**src/rtl/div_clk_monitor.sv**
```systemverilog
// div_clk_monitor: measures the divided clock's period in clk cycles and tracks lock/error against EXP_DIV
// Ports:
//   clk        source clock that also drives the divider
//   rst        synchronous active-low reset
//   en         monitor enable; low forces IDLE
//   clr        single-cycle pulse; clears sticky error, restarts acquisition
//   div_in     divided clock under test (asynchronous)
//   period     last measured period in clk cycles
//   period_vld one-cycle pulse when period updates
//   locked     high while locked
//   err        high while in sticky error
//   err_cnt    saturating count of error entries
module div_clk_monitor #(
    parameter int unsigned EXP_DIV  = 9,
    parameter int unsigned TOL      = 0,
    parameter int unsigned LOCK_CNT = 4,
    parameter int unsigned CNT_W    = 8
) (
    input  logic             clk,
    input  logic             rst,
    input  logic             en,
    input  logic             clr,
    input  logic             div_in,
    output logic [CNT_W-1:0] period,
    output logic             period_vld,
    output logic             locked,
    output logic             err,
    output logic [7:0]       err_cnt
);
    typedef enum logic [2:0] {IDLE, ARM, ACQ, LOCKED, ERR} state_t;
    localparam logic [CNT_W-1:0] CNT_MAX = '1;
    state_t state, state_nxt;
    logic s1, s2, s3;
    logic [CNT_W-1:0] pcnt, pcnt_nxt;
    logic [3:0] good_cnt, good_nxt;
    logic [31:0] p32;
    logic rise, timeout, in_tol, meas;
    assign rise    = s2 & ~s3;
    assign timeout = pcnt == CNT_MAX && !rise;
    assign p32     = 32'(pcnt);
    assign in_tol  = (p32 + TOL >= EXP_DIV) && (p32 <= EXP_DIV + TOL);
    assign meas    = en && rise && (state == ACQ || state == LOCKED);
    assign locked  = state == LOCKED;
    assign err     = state == ERR;
    always_comb begin
        state_nxt = state;
        good_nxt  = good_cnt;
        pcnt_nxt  = rise ? CNT_W'(1) : (pcnt == CNT_MAX ? pcnt : pcnt + 1'b1);
        case (state)
            IDLE: begin
                state_nxt = ARM;
                pcnt_nxt  = '0;
            end
            ARM: begin
                state_nxt = rise ? ACQ : (timeout ? ERR : ARM);
                good_nxt  = rise ? '0 : good_cnt;
            end
            ACQ: begin
                if (meas) begin
                    good_nxt  = in_tol ? good_cnt + 4'd1 : '0;
                    state_nxt = (32'(good_nxt) == LOCK_CNT) ? LOCKED : ACQ;
                end else if (timeout) begin
                    state_nxt = ERR;
                end
            end
            LOCKED: state_nxt = ((meas && !in_tol) || timeout) ? ERR : LOCKED;
            ERR: state_nxt = ERR;
            default: state_nxt = IDLE;
        endcase
        // clr overrides (and so discards) any error event in the same cycle
        if (clr) begin
            state_nxt = ARM;
            pcnt_nxt  = '0;
            good_nxt  = '0;
        end
        if (!en) begin
            state_nxt = IDLE;
            pcnt_nxt  = '0;
            good_nxt  = '0;
        end
    end
    always_ff @(posedge clk) begin
        if (!rst) begin
            {s1, s2, s3} <= '0;
            state        <= IDLE;
            pcnt         <= '0;
            good_cnt     <= '0;
            period       <= '0;
            period_vld   <= 1'b0;
            err_cnt      <= '0;
        end else begin
            {s1, s2, s3} <= {div_in, s1, s2};
            state        <= state_nxt;
            pcnt         <= pcnt_nxt;
            good_cnt     <= good_nxt;
            period_vld   <= meas;
            if (meas)
                period <= pcnt;
            if (state_nxt == ERR && state != ERR && err_cnt != 8'hff)
                err_cnt <= err_cnt + 8'd1;
        end
    end
endmodule

```
**config.mk**
```make
export PLATFORM = sky130hd
export DESIGN_NAME = div_clk_monitor
export DESIGN_NICKNAME = d
export VERILOG_FILES = /design/src/rtl/div_clk_monitor.sv
export SDC_FILE = /design/constraint.sdc
export NUM_CORES = 1
export LEC_CHECK = 0
export BUFFER_PORTS_ARGS = -buffer_cell sky130_fd_sc_hd__buf_2
export CAP_MARGIN = 30
export CORE_MARGIN = 2
export CORE_UTILIZATION = 40
export CTS_BUF_LIST = sky130_fd_sc_hd__clkbuf_4 sky130_fd_sc_hd__clkbuf_8 sky130_fd_sc_hd__clkbuf_16
export DETAILED_ROUTE_END_ITERATION = 12
export RECOVER_POWER = 100
export SYNTH_ARGS = -nofsm -noshare
export SYNTH_HDL_FRONTEND = slang
export SYNTH_SLANG_ARGS = --single-unit
```
**constraint.sdc**
```tcl
create_clock -name clk -period 2.04 [get_ports clk]
set_clock_uncertainty 0.05 [all_clocks]
set_input_delay 0.204 -clock clk [delete_from_list [all_inputs] [get_ports clk]]
set_output_delay 0.204 -clock clk [all_outputs]
set_load 0.1 [all_outputs]
```
# --- Word level (Yosys, flattened, before mapping) ---
# Index checks and enable logic that the tools add are counted.
totals:
  word_cells: 63
  input_bits: 5
  out_inout_bits: 19
  ff_bits: 35
op_classes:
  order_cmp: 2
  addsub: 3
  n_reduce_logical: 17
  muxes: 15
  n_eq_ne: 12
  n_bitwise: 4
ops:
  columns: ["cell", "n"]
  rows:
  - ["$mux W3", 7]
  - ["$add A8 B1 Y8 const B", 2]
  - ["$pmux W3 S5", 1]
  - ["$mux W4", 3]
  - ["$eq A8 B8 Y1 const B", 1]
  - ["$ge A8 B4 Y1 const B", 1]
  - ["$le A8 B4 Y1 const B", 1]
  - ["$ne A8 B8 Y1 const B", 1]
  - ["$pmux W4 S2", 1]
  - ["$logic_and A1 B1 Y1", 7]
  - ["$eq A3 B2 Y1 const B", 2]
  - ["$eq A3 B3 Y1 const B", 2]
  - ["$ne A2 B2 Y1 const B", 3]
  - ["$reduce_or A5 Y1", 1]
  - ["$add A4 B1 Y4 const B", 1]
  - ["$eq A4 B3 Y1 const B", 1]
  - ["$reduce_or A4 Y1", 1]
  - ["$eq A3 B1 Y1 const B", 1]
  - ["$logic_not A3 Y1", 1]
  - ["$mux W1", 3]
  - ["$ne A3 B3 Y1 const B", 1]
  - ["$not A1 Y1", 3]
  - ["$reduce_and A3 Y1", 1]
  - ["$reduce_or A3 Y1", 1]
  - ["4 further kinds", 6]

# --- Logic depth before layout (Yosys ltp) ---
# Gate-level depths: netlist of run 1.
depth:
  depth_word: 13
  ltp_mapped: 8
  ltp_nobuf: 7

# --- Least setup slack after synthesis of run 1 ---
# No wires, ideal clock.
synth_path:
  path_kind: "flip-flop to flip-flop"
  startpoint: "register err_cnt[0]"
  endpoint: "register err_cnt[7]"
  required_time_ps: 1858
  arrival_time_ps: 2064
  setup_slack_ps: -207
  path_stages_with_launch: 7
  path_cell_list: "dfxtp_1 -> ha_1 -> nand3_1 -> o211ai_1 -> clkbuf_1 -> or4_1 -> a21oi_1"
synth_between:
  elab_chain_cells: 2
  word_cells_on_any_way: 3
synth_rtl:
  columns: ["item", "line", "text"]
  rows:
  - ["start: declaration", "28", "output logic [7:0] err_cnt"]
  - ["start signal: assignment", "100", "err_cnt <= err_cnt + 8'd1;"]
  - ["branches (longest 2 deep; another with $add A8 B1 Y8)", null, null]
# Several ways; the timed one is not identified.
# A chain may end at the register's enable or synchronous reset.

# --- Final worst setup path of run 1 ---
layout_path:
  startpoint: "register pcnt[0]"
  endpoint: "register good_cnt[3]"
layout_between:
  elab_chain_cells: 5
  word_cells_on_any_way: 6
layout_rtl:
  columns: ["item", "line", "text"]
  rows:
  - ["start: declaration", "34", "logic [CNT_W-1:0] pcnt, pcnt_nxt;"]
  - ["start signal: assignment", "94", "pcnt <= pcnt_nxt;"]
  - ["$ge A8 B4 Y1 / $le A8 B4 Y1 (equally long branches)", "41", "assign in_tol = (p32 + TOL >= EXP_DIV) && (p32 <= EXP_DIV + TOL);"]
  - ["$logic_and A1 B1 Y1 (*)", "41", null]
  - ["$mux W4 (*)", "60", "good_nxt = in_tol ? good_cnt + 4'd1 : '0;"]
  - ["$mux W4 (*)", "59", "if (meas) begin"]
  - ["$pmux W4 S2 (*)", "49", "case (state)"]
  - ["end signal: assignment", "95", "good_cnt <= good_nxt;"]
  - ["end: declaration", "35", "logic [3:0] good_cnt, good_nxt;"]
# Every way passes the cells marked *; elsewhere a longest branch is shown, timed or not. The select of a mux whose other input is x is not followed.

==> impl_summary.log, run 1 <==
INFO  metric power.ir.vdd_worst = 417 uV
INFO  metric worst_r2r_startpoint = pcnt[0]
INFO  metric final-instance-count-excl-fill = 285
INFO  metric drt_iter0_drc = 62
INFO  metric slew_headroom = 0.213
INFO  metric synth_async_sr_flop_share = 0
INFO  metric worstPathMaxFanout = 5
INFO  metric yosys_warnings = 0
INFO  metric layout.cell_area.non_filler = 2080 um^2
INFO  metric worst_ep_arrival_time = 2050 ps
INFO  metric finalNetCount = 243
INFO  metric placement.setup.worst_slack = 58.8 ps
INFO  metric final_core_util = 0.508
INFO  metric clock_slew_seen_by_the_registers_of_the_worst_setup_and_hold_paths = 70 ps
INFO  metric io_buffer_count = 23
INFO  metric synth_enable_flop_cells = 0
INFO  metric cts-buffers-inserted = 5
INFO  metric ff2ff_path_depth = 7
INFO  metric pin_slew_with_the_least_headroom_to_its_limit = 1190 ps
INFO  metric worst_path_dominant_cell_family = simple AND/OR/NAND/NOR gates
INFO  metric io-pin-count = 24
INFO  metric regToRegSetupSlack = 140 ps
INFO  metric worstPathCellList = ha_1 > nor4b_2 > nand2_1 > buf_4 > nor4_4 > a41oi_1 > a311oi_1
INFO  metric power.density_cell_area = 659 nW/um^2
INFO  metric worst_hold_slack = 76.6 ps
INFO  metric first_global_vias = 1390
INFO  metric hold_class = input pin to flop
INFO  metric startpoint_type = flop
INFO  metric floorplan.die.height = 69.8 um
INFO  metric clkLatencyLatePin = 280 ps
INFO  metric root_buffer = sky130_fd_sc_hd__clkbuf_8
INFO  metric crit_buf_inv = 1
INFO  metric wl_per_cell = 12.8 um
INFO  metric max-cap-violations = 0
INFO  metric gpl.final_weighted_congestion = 0.754
INFO  metric max_freq = 526 MHz
INFO  metric die-area = 4870 um^2
INFO  metric syn_nets = 206
INFO  metric grt_start_max_net_pins = 18
INFO  metric final_layout_size_suffix_gt1_frac = 0.204
INFO  metric timing.final.setup_violations = 0
INFO  metric cts.sink_count = 35
INFO  metric post_synth.cell_area_avg = 8.78 um^2
INFO  metric detailed_place.area = 1980 um^2
INFO  metric yosys.cell_types.count = 52
INFO  metric synth_largest_type_area_fraction = 0.405
INFO  metric leading_post_synthesis_cells_by_cell_area = sky130_fd_sc_hd__dfxtp_1 40%, sky130_fd_sc_hd__a21oi_1 6.4%, sky130_fd_sc_hd__nand2_1 5.4%
INFO  metric wl = 3660 um
INFO  metric first_pass_grt_wire_length = 6480 um
INFO  metric antenna-diode-count = 0
INFO  metric final_max_slew_viol_count = 0
INFO  metric std_cell_rows = 23
INFO  metric reg2reg_to = good_cnt[3]
INFO  metric cts_htree_levels = 2
INFO  metric ys.flop_type = sky130_fd_sc_hd__dfxtp_1
INFO  metric final.period_utilization = 0.932
INFO  metric power.leakage = 0.793 nW
INFO  metric synth_area_leader_cell = sky130_fd_sc_hd__dfxtp_1
INFO  metric place_hpwl = 2660 um
INFO  metric layout_min_cycle_time = 1900 ps
INFO  metric post-place-cells = 276
INFO  metric clk_path_buf_depth = 2
INFO  metric drc_errors = 0
INFO  metric routed-via-count = 1533
INFO  metric synth.yosys.seq_area_share = 0.405
INFO  metric status = finished clean
INFO  metric finalHoldViolCount = 0
INFO  metric yosys_register_bits = 35
INFO  metric antenna_found_initial = 0
INFO  metric crit_path_end_kind = flop
INFO  metric floorplan.initialDensity = 0.423
INFO  metric grt.total_usage = 0.161
INFO  metric globalRoute.totalOverflow = 0
INFO  metric worst_slack = 139 ps
INFO  metric syn-instance-count = 197
INFO  metric core_region_area = 4090 um^2
INFO  metric synth_area = 1730 um^2
INFO  metric layout-area-overhead-vs-synth = 20.0%
INFO  metric critical_path.slowest_cell = sky130_fd_sc_hd__dfxtp_2
INFO  metric critPathLaunch = pcnt[0]
INFO  metric die_x = 69.8 um
INFO  metric critPathMaxStageDelay = 380 ps
INFO  metric tritoncts = yes
INFO  metric crit_type = flop to flop
INFO  metric setup.worst_path.end = good_cnt[3]
INFO  metric required_arrival_time_at_the_worst_endpoint = 2190 ps
INFO  metric critical_path_depth = 7
INFO  metric drt_pass1_iterations = 4
INFO  metric routed_via_density = 5.38
INFO  metric detail-route-antenna-nets = 0
==> placed cells by master, fill, tap and decap left out, types with 2 or more instances in the layout <==
cell type	synthesis	routed
sky130_fd_sc_hd__a21oi_1	22	22
sky130_fd_sc_hd__clkbuf_1	3	16
sky130_fd_sc_hd__inv_1	4	4
sky130_fd_sc_hd__dfxtp_2	0	9
sky130_fd_sc_hd__o21ai_1	3	2
sky130_fd_sc_hd__nor2_8	2	2
sky130_fd_sc_hd__nand3_1	8	8
sky130_fd_sc_hd__o21ai_0	1	2
sky130_fd_sc_hd__buf_4	2	11
sky130_fd_sc_hd__or3_1	3	3
sky130_fd_sc_hd__nor2b_1	3	3
sky130_fd_sc_hd__a211oi_1	2	2
sky130_fd_sc_hd__o31ai_1	4	4
sky130_fd_sc_hd__nor3b_1	3	3
sky130_fd_sc_hd__a311oi_1	2	2
sky130_fd_sc_hd__nand4_1	2	2
sky130_fd_sc_hd__ha_1	4	4
sky130_fd_sc_hd__and3_1	3	3
sky130_fd_sc_hd__clkbuf_2	0	6
sky130_fd_sc_hd__nor2_1	18	17
sky130_fd_sc_hd__dfxtp_1	35	26
sky130_fd_sc_hd__buf_2	1	3
sky130_fd_sc_hd__nor3_1	6	6
sky130_fd_sc_hd__and2_1	4	3
sky130_fd_sc_hd__xnor2_1	2	2
sky130_fd_sc_hd__or4_1	4	4
sky130_fd_sc_hd__clkbuf_8	0	5
sky130_fd_sc_hd__nand2b_1	5	5
sky130_fd_sc_hd__nand2_1	25	25
==> worst min path at each step <==
stage / from / end / slack [ps] / depth (start not counted)
6_report: div_in / s1 / 80 / 2
5_1_grt: div_in / s1 / 70 / 2
4_1_cts: div_in / s1 / 70 / 2
3_5_place_dp: div_in / s1 / 370 / 2
3_3_place_gp: div_in / s1 / 370 / 2
2_1_floorplan: rst / s1 / 280 / 1
==> where the power goes <==
group	total, mW	switching, mW	internal [mW]
Combinational	0.0562	0.0361	0.0201
Sequential	0.691	0.00334	0.687
Clock	0.621	0.257	0.364
==> worst reg2reg max path: cells and delay by family, from the launching register on <==
| kind | cells | cell delay [ps] |
|---|---|---|
| flops | 1 | 380 |
| fa+ha+maj | 1 | 160 |
| buf+inv | 1 | 180 |
| simple gates | 3 | 650 |
| compound gates | 2 | 400 |
==> timing repair <==
action | CTS | global route
endpoints found under the hold margin | 0 | 0
endpoints found under the setup margin | 0 | 7
buffers inserted | 0 | 1
hold buffers | 0 | 0
gates resized for setup | 0 | 2
==> synthesized netlist by cell type (all sizes together) (2+ instances only) <==
master and count:
and2 4, nor4b 2, a32oi 2, nand4 3
xnor2 2, or3 3, buf 3, and3 3
o31ai 4, inv 4, nor2 20, o21ai 4
nand2b 6, or4 4, nand3b 2, clkbuf 3
a311oi 2, dfxtp 35, nand2 25, ha 4
nor3 6, a21oi 22, or2 2, a211oi 2
nor3b 3, nor4 2, nor2b 3, nand3 9
==> through the flow <==
step	total power, mW	setup TNS (ps)
global route	1.41	-5.71
global placement	0.763	0
CTS	1.38	0
floorplan	0.743	0
detailed placement	0.764	0
finish	1.37	0
==> layer usage <==
metal  global-route usage  vias to the layer above  share of wire  routed length (um)
li1                     -                      785              -                   -
met1                0.226                      717           0.51                1870
met2                0.244                       27           0.44                1630
met3               0.0378                        4          0.035                 128
met4               0.0513                        0         0.0085                  31
met5                    0                        -              0                   0
==> area by class of cell <==
type / count / area (um^2)
Clock buffer: 5 / 68.8
Sequential cell: 35 / 712
Clock inverter: 3 / 43.8
Timing Repair Buffer: 36 / 188
Multi-Input combinational cell: 151 / 982
Inverter: 5 / 18.8
Fill cell: 426 / 2010
Tap cell: 50 / 62.6
==> sequential cells by signal, indices dropped and copies added (netlist names) <==
register	flops
err_cnt	8
good_cnt	4
pcnt	8
period	8
period_vld	1
s1	1
s2	1
s3	1
state	3
==> cell families (layout without fill, tap and decap cells) <==
family	count (synthesis)	count (layout)	share of synthesized area
fa+ha+maj	4	4	0.0289
simple gates	99	99	0.348
xor+xnor	3	3	0.0152
mux	1	1	0.00578
compound gates	44	44	0.168
flops	35	35	0.405
buf+inv	11	49	0.0289
(Power assumes the default switching activity.)
==> run 2, diff against run 1 <==
ABC_AREA = 1   (was unset)
CAP_MARGIN = 20   (was 30)
==> run 2 against run 1 <==
Worst setup slack improved by 67 ps. Count of clock-buffer cells in the layout rose by 1. Synthesized cell count rose by 27%. Design area fell by 4.8%. Critical path depth fell by 4. Highest routed layer unchanged. Via count rose by 4.9%. Non-clock buffer count fell by 11. Sequential share of layout area rose by 1.3 points. Global-route usage rose by 0.28 points.
==> impl_summary.log, run 2 <==
INFO  metric reg2reg_to = err_cnt[5]
INFO  metric ys.flop_type = sky130_fd_sc_hd__dfxtp_1
INFO  metric number_of_post_cts_setup_repair_buffers = 0 (unchanged)
INFO  metric finalHoldViolCount = 0 (unchanged)
INFO  metric synth_enable_flop_cells = 0 (unchanged)
INFO  metric gpl.final_weighted_congestion = 0.817 (+8.3%)
INFO  metric layout-area-overhead-vs-synth = 13.5%
INFO  metric drt_pass1_iterations = 4 (unchanged)
INFO  metric yosys.cell_types.count = 31 (-40%)
INFO  metric clkLatencyLatePin = 290 ps (about the same)
INFO  metric cts-buffers-inserted = 5 (unchanged)
INFO  metric wl_per_cell = 11.4 um (-11%)
INFO  metric globalRoute.totalOverflow = 0 (unchanged)
INFO  metric met1_length = 1940 um (+3.8%)
INFO  metric synth_area = 1740 um^2 (+0.65%)
INFO  metric synth.yosys.seq_area_share = 0.402 (-0.00262)
INFO  metric first_global_vias = 1460 (+5.0%)
INFO  metric max-cap-violations = 0 (unchanged)
INFO  metric power.leakage = 0.805 nW (+1.4%)
INFO  metric post_synth.cell_area_avg = 6.97 um^2 (-21%)
INFO  metric grt_start_max_net_pins = 19 (+1)
INFO  metric io-pin-count = 24 (unchanged)
INFO  metric multi_input_area = 863 um^2 (-12%)
INFO  metric crit_path_end_kind = output port
INFO  metric layout_common_cells = 52 x sky130_fd_sc_hd__nand2_1, 42 x sky130_fd_sc_hd__nor2_1, 40 x sky130_fd_sc_hd__inv_1
INFO  metric startpoint_type = flop
INFO  metric yosys_warnings = 0 (unchanged)
INFO  metric crit_type = flop to output port
INFO  metric final_layout_size_suffix_gt1_frac = 0.100 (-0.104)
INFO  metric synth_most_common_cell = sky130_fd_sc_hd__nand2_1
INFO  metric synth_area_leader_cell = sky130_fd_sc_hd__dfxtp_1
INFO  metric worstPathCellList = inv_1 > nor3_4 > clkbuf_2
INFO  metric synth_largest_type_area_fraction = 0.402 (-0.00262)
INFO  metric reg.largest.list = err_cnt: 8 flops, pcnt: 8 flops, period: 8 flops
INFO  metric antenna-diode-count = 0 (unchanged)
INFO  metric floorplan.die.height = 70.0 um (+0.31%)
INFO  metric drt_iter0_drc = 99 (+60%)
INFO  metric ff2ff_path_depth = 10 (+3)
INFO  metric routed_via_density = 4.89 (-9.1%)
INFO  metric die-area = 4900 um^2 (+0.62%)
INFO  metric worst_ep_arrival_time = 1580 ps (-470 ps)
INFO  metric cts_htree_levels = 2 (unchanged)
INFO  metric yosys-top-cells-count = 52 x sky130_fd_sc_hd__nand2_1, 40 x sky130_fd_sc_hd__nor2_1, 39 x sky130_fd_sc_hd__inv_1
INFO  metric critPathLaunch = state[0]
INFO  metric syn-instance-count = 250 (+27%)
INFO  metric tns = 0 ps (unchanged)
INFO  metric wl = 3760 um (+2.7%)
INFO  metric detailed_place.area = 1940 um^2 (-2.1%)
INFO  metric timing.final.setup_violations = 0 (unchanged)
INFO  metric grt.total_usage = 0.164 (+0.00278)
INFO  metric finalNetCount = 288 (+19%)
INFO  metric pin_slew_with_the_least_headroom_to_its_limit = 1170 ps (-16.2 ps)
INFO  metric std_cell_rows = 23 (unchanged)
INFO  metric root_buffer = sky130_fd_sc_hd__clkbuf_8
INFO  metric routed-wl-met2 = 1680 um (+3.2%)
INFO  metric first_pass_grt_wire_length = 6500 um (+0.31%)
INFO  metric hp-start = div_in
INFO  metric power.ir.vdd_worst = 512 uV (+23%)
INFO  metric final.period_utilization = 0.899 (-0.0327)
INFO  metric antenna_found_initial = 0 (unchanged)
INFO  metric critical_path.slowest_cell = sky130_fd_sc_hd__clkbuf_2
INFO  metric cts.sink_count = 35 (unchanged)
INFO  metric layout_min_cycle_time = 1830 ps (-66.8 ps)
INFO  metric n_fill_cell = 449 (+5.4%)
INFO  metric required_arrival_time_at_the_worst_endpoint = 1790 ps (-400 ps)
INFO  metric setup.worst_path.end = locked
INFO  metric detailroute.wirelength.met3 = 125 um (-2.3%)
INFO  metric rsz0062_at_grt = false
INFO  metric routed-via-count = 1608 (+4.9%)
INFO  metric yosys_register_bits = 35 (unchanged)
INFO  metric cts-hold-fix-buffers = 0 (unchanged)
INFO  metric leading_post_synthesis_cells_by_cell_area = sky130_fd_sc_hd__dfxtp_1 40%, sky130_fd_sc_hd__nand2_1 11%, sky130_fd_sc_hd__nor2_1 8.6%
INFO  metric floorplan.initialDensity = 0.426 (+0.00276)
INFO  metric die_x = 70.0 um (+0.31%)
INFO  metric final_max_slew_viol_count = 0 (unchanged)
INFO  metric cts_resized = 0 (unchanged)
INFO  metric hold_class = input pin to flop
INFO  metric slew_headroom = 0.224 (+0.0108)
INFO  metric worstPathMaxFanout = 6 (+1)
INFO  metric core_region_area = 4090 um^2 (unchanged)
INFO  metric clk_path_buf_depth = 2 (unchanged)
INFO  metric power.density_cell_area = 627 nW/um^2 (-4.7%)
INFO  metric detail-route-antenna-nets = 0 (unchanged)
INFO  metric tritoncts = yes
INFO  metric status = finished clean
INFO  metric io_buffer_count = 23 (unchanged)
INFO  metric regToRegSetupSlack = 290 ps (+150 ps)
INFO  metric layout.cell_area.non_filler = 1980 um^2 (-4.8%)
INFO  metric syn_nets = 259 (+26%)
INFO  metric critPathMaxStageDelay = 490 ps (+110 ps)
INFO  metric top_signal_layer_used = met4
INFO  metric clock_slew_seen_by_the_registers_of_the_worst_setup_and_hold_paths = 70 ps (about the same)
INFO  metric layout.area.seq = 703 um^2 (-1.2%)
INFO  metric synth_async_sr_flop_share = 0 (unchanged)
INFO  metric worst_r2r_startpoint = pcnt[0]
INFO  metric mostFrequentLayoutCell = sky130_fd_sc_hd__nand2_1
INFO  metric place_hpwl = 2800 um (+4.9%)
INFO  metric max_freq = 545 MHz (+3.6%)
INFO  metric drc_errors = 0 (unchanged)
-- run 2: worst min path at each step --
stage,slack [ps],endpoint,cells after the start
3_5_place_dp,340,s1,3
2_1_floorplan,250,s1,2
6_report,40,s1,3
5_1_grt,50,s1,3
3_3_place_gp,330,s1,3
4_1_cts,40,s1,3
-- run 2: cell type report --
cell class | count | share of cell area
Multi-Input combinational cell | 171 | 0.437
Sequential cell | 35 | 0.356
Inverter | 41 | 0.0778
Timing Repair Buffer | 25 | 0.0538
Clock buffer | 6 | 0.0418
Tap cell | 50 | 0.0316
Clock inverter | 1 | 0.00253
-- run 2: cells by family after synthesis --
| logic type | share of synthesized area |
|---|---|
| adders and majority gates | 0.0287 |
| xor gates and xnor gates | 0.0151 |
| DFF | 0.402 |
| AOI/OAI and AO/OA | 0.129 |
| buffers and inverters | 0.0963 |
| and+or+nand+nor | 0.328 |
-- run 2: per-layer routing --
metal | up-vias | GRT usage
met4 | 0 | 0.0705
met1 | 720 | 0.214
met5 | - | 0
met3 | 2 | 0.0404
li1 | 860 | -
met2 | 26 | 0.257
-- run 2: power by group --
part	switching, mW	internal, mW
sequential	0.00323	0.687
combinational	0.0259	0.00954
clock	0.250	0.265
-- run 2: per-stage QoR --
step / instances / total power, mW / hold slack (ps) / setup slack [ps] / utilization
final: 329 / 1.24 / 42.2 / 205 / 0.484
after global routing: 329 / 1.29 / 54.4 / 75.1 / 0.484
after CTS: 329 / 1.26 / 35.3 / 224 / 0.495
after detailed placement: 322 / 0.743 / 340 / 323 / 0.474
after global placement: 322 / 0.743 / 334 / 370 / 0.474
after floorplan: 250 / 0.731 / 252 / 11.1 / -
-- run 2: worst max-delay path, delay by kind of cell, from the launching register on --
family,cells,cell delay (ps)
buffers and inverters,2,610
DFF,1,450
and+or+nand+nor,1,230
==> run 3, diff against run 2 <==
CORE_MARGIN = 5   (was 2)
SLEW_MARGIN = 20   (was unset)
==> run 3 against run 2 <==
Largest cell class unchanged. Largest power group is now clock. Worst hold slack worse by 1.3 ps. Cell count increased by 0.91%. Design area rose by 2.5%. Total power is 19% higher.
==> impl_summary.log, run 3 (same netlist as run 2, synthesis figures left out) <==
INFO  metric tns = 0 ps (unchanged)
INFO  metric timing.final.setup_violations = 0 (unchanged)
INFO  metric first_pass_grt_wire_length = 6370 um (-2.0%)
INFO  metric worst_r2r_startpoint = pcnt[0]
INFO  metric top_signal_layer_used = met4
INFO  metric wl = 3670 um (-2.3%)
INFO  metric critPathMaxStageDelay = 500 ps (about the same)
INFO  metric clockPowerShare = 0.508 (+0.093)
INFO  metric sw_frac = 0.196 (-0.0289)
INFO  metric tritoncts = yes
INFO  metric drt_iter0_drc = 78 (-21%)
INFO  metric grt.total_usage = 0.131 (-0.0327)
INFO  metric power.ir.vdd_worst = 469 uV (-8.3%)
INFO  metric required_arrival_time_at_the_worst_endpoint = 1790 ps (about the same)
INFO  metric net-switching-power = 289 uW (+3.5%)
INFO  metric max_freq = 541 MHz (-0.69%)
INFO  metric crit_type = flop to output port
INFO  metric antenna-diode-count = 0 (unchanged)
INFO  metric cts-hold-fix-buffers = 0 (unchanged)
INFO  metric layout-area-overhead-vs-synth = 16.4%
INFO  metric hold_class = input pin to flop
INFO  metric seq_power_share = 0.468 (-0.088)
INFO  metric worst_hold_slack = 40.9 ps (-1.31 ps)
INFO  metric clock_slew_seen_by_the_registers_of_the_worst_setup_and_hold_paths = 80 ps (about the same)
INFO  metric final.period_utilization = 0.905 (+0.00620)
INFO  metric routed_via_density = 4.81 (-1.6%)
INFO  metric status = finished clean
INFO  metric ff2ff_path_depth = 11 (+1)
INFO  metric crit_path_end_kind = output port
INFO  metric io_buffer_count = 23 (unchanged)
INFO  metric regToRegSetupSlack = 250 ps (-40 ps)
INFO  metric met1_length = 1810 um (-7.1%)
INFO  metric antenna_found_initial = 0 (unchanged)
INFO  metric wl_per_cell = 11.1 um (-3.1%)
INFO  metric startpoint_type = flop
INFO  metric p_total = 1.47 mW (+19%)
INFO  metric worstPathCellList = inv_1 > nor3_4 > clkbuf_2
INFO  metric place_hpwl = 2820 um (+0.89%)
INFO  metric detail-route-antenna-nets = 0 (unchanged)
INFO  metric p_int = 1.18 mW (+23%)
INFO  metric globalRoute.totalOverflow = 0 (unchanged)
INFO  metric layout_common_cells = 52 x sky130_fd_sc_hd__nand2_1, 43 x sky130_fd_sc_hd__nor2_1, 40 x sky130_fd_sc_hd__inv_1
INFO  metric drc_errors = 0 (unchanged)
INFO  metric reg.largest.list = err_cnt: 8 flops, pcnt: 8 flops, period: 8 flops
INFO  metric worst_ep_arrival_time = 1590 ps (about the same)
INFO  metric power.share.combinational = 0.024 (-0.005)
INFO  metric pin_slew_with_the_least_headroom_to_its_limit = 1180 ps (+7.39 ps)
INFO  metric first_global_vias = 1479 (+1.3%)
INFO  metric slew_headroom = 0.219 (-0.00490)
INFO  metric max-cap-violations = 0 (unchanged)
INFO  metric hold-path-cell-count = 3 (unchanged)
INFO  metric die-area = 5770 um^2 (+18%)
INFO  metric final_max_slew_viol_count = 0 (unchanged)
INFO  metric critPathLaunch = state[0]
INFO  metric finalNetCount = 288 (unchanged)
INFO  metric clkLatencyLatePin = 290 ps (about the same)
INFO  metric io-pin-count = 24 (unchanged)
INFO  metric die_x = 76.0 um (+8.6%)
INFO  metric critical_path.slowest_cell = sky130_fd_sc_hd__clkbuf_2
INFO  metric std_cell_rows = 24 (+4.3%)
INFO  metric routed-wl-met2 = 1690 um (+0.89%)
INFO  metric cts_resized = 0 (unchanged)
INFO  metric root_buffer = sky130_fd_sc_hd__clkbuf_8
INFO  metric number_of_post_cts_setup_repair_buffers = 0 (unchanged)
INFO  metric rsz0062_at_grt = false
INFO  metric grt_start_max_net_pins = 19 (unchanged)
INFO  metric layout_min_cycle_time = 1850 ps (+12.7 ps)
INFO  metric routed-via-count = 1596 (-0.75%)
INFO  metric core_region_area = 4290 um^2 (+5.1%)
INFO  metric setup.worst_path.end = locked
INFO  metric power.leakage = 0.830 nW (+3.1%)
INFO  metric gpl.final_weighted_congestion = 0.803 (-1.7%)
INFO  metric n_fill_cell = 440 (-2.0%)
INFO  metric power.density_cell_area = 726 nW/um^2 (+16%)
INFO  metric mostFrequentLayoutCell = sky130_fd_sc_hd__nand2_1
INFO  metric finalHoldViolCount = 0 (unchanged)
INFO  metric floorplan.die.height = 76.0 um (+8.6%)
INFO  metric final_layout_size_suffix_gt1_frac = 0.100 (-0.000358)
INFO  metric reg2reg_to = err_cnt[0]
INFO  metric worstPathMaxFanout = 6 (unchanged)
INFO  metric cts-buffers-inserted = 5 (unchanged)
INFO  metric cts_htree_levels = 2 (unchanged)
INFO  metric detailroute.wirelength.met3 = 97 um (-22%)
INFO  metric floorplan.initialDensity = 0.406 (-0.0206)
INFO  metric clk_path_buf_depth = 2 (unchanged)
INFO  metric cts.sink_count = 35 (unchanged)
INFO  metric drt_pass1_iterations = 4 (unchanged)
## run 3: area by class of cell
class,count,area [um^2],share of cell area
clock buffers,5,68.8,0.0340
flip-flops and latches,35,703,0.347
inverters,41,154,0.0759
multi-input cells,171,862,0.425
clock inverters,3,67.6,0.0333
repair buffers,25,106,0.0525
well taps,52,65.1,0.0321
## run 3: stage by stage
step	cell area, um^2	utilization	worst slack [ps]	std cells
floorplan	1760	-	11.1	250
global placement	1940	0.452	360	324
detailed placement	1940	0.452	302	324
CTS	2080	0.483	233	332
global route	2030	0.472	87.2	332
finish	2030	0.472	193	332
## run 3: how the worst min path moves through the flow
stage                       from  endpoint
final                     div_in        s1
after global routing      div_in        s1
after CTS                 div_in        s1
after detailed placement  div_in        s1
after global placement    div_in        s1
after floorplan           div_in        s1
## run 3: critical path: cells and delay by family, from the launching register on
kind / cells / cell delay [ps]
buffers and inverters: 2 / 620
DFF: 1 / 440
and+or+nand+nor: 1 / 240
## run 3: routing by layer
metal,global-route usage,vias up
li1,-,860
met1,0.161,709
met2,0.217,19
met3,0.0260,8
met4,0.0641,0
met5,0,-
## run 3: power by group through the flow
| stage | Clock, mW | Sequential, mW | Combinational [mW] |
|---|---|---|---|
| floorplan | 0 | 0.705 | 0.0257 |
| global placement | 0 | 0.706 | 0.0374 |
| detailed placement | 0 | 0.706 | 0.0372 |
| CTS | 0.766 | 0.689 | 0.0374 |
| global route | 0.789 | 0.690 | 0.0407 |
| finish | 0.748 | 0.690 | 0.0350 |
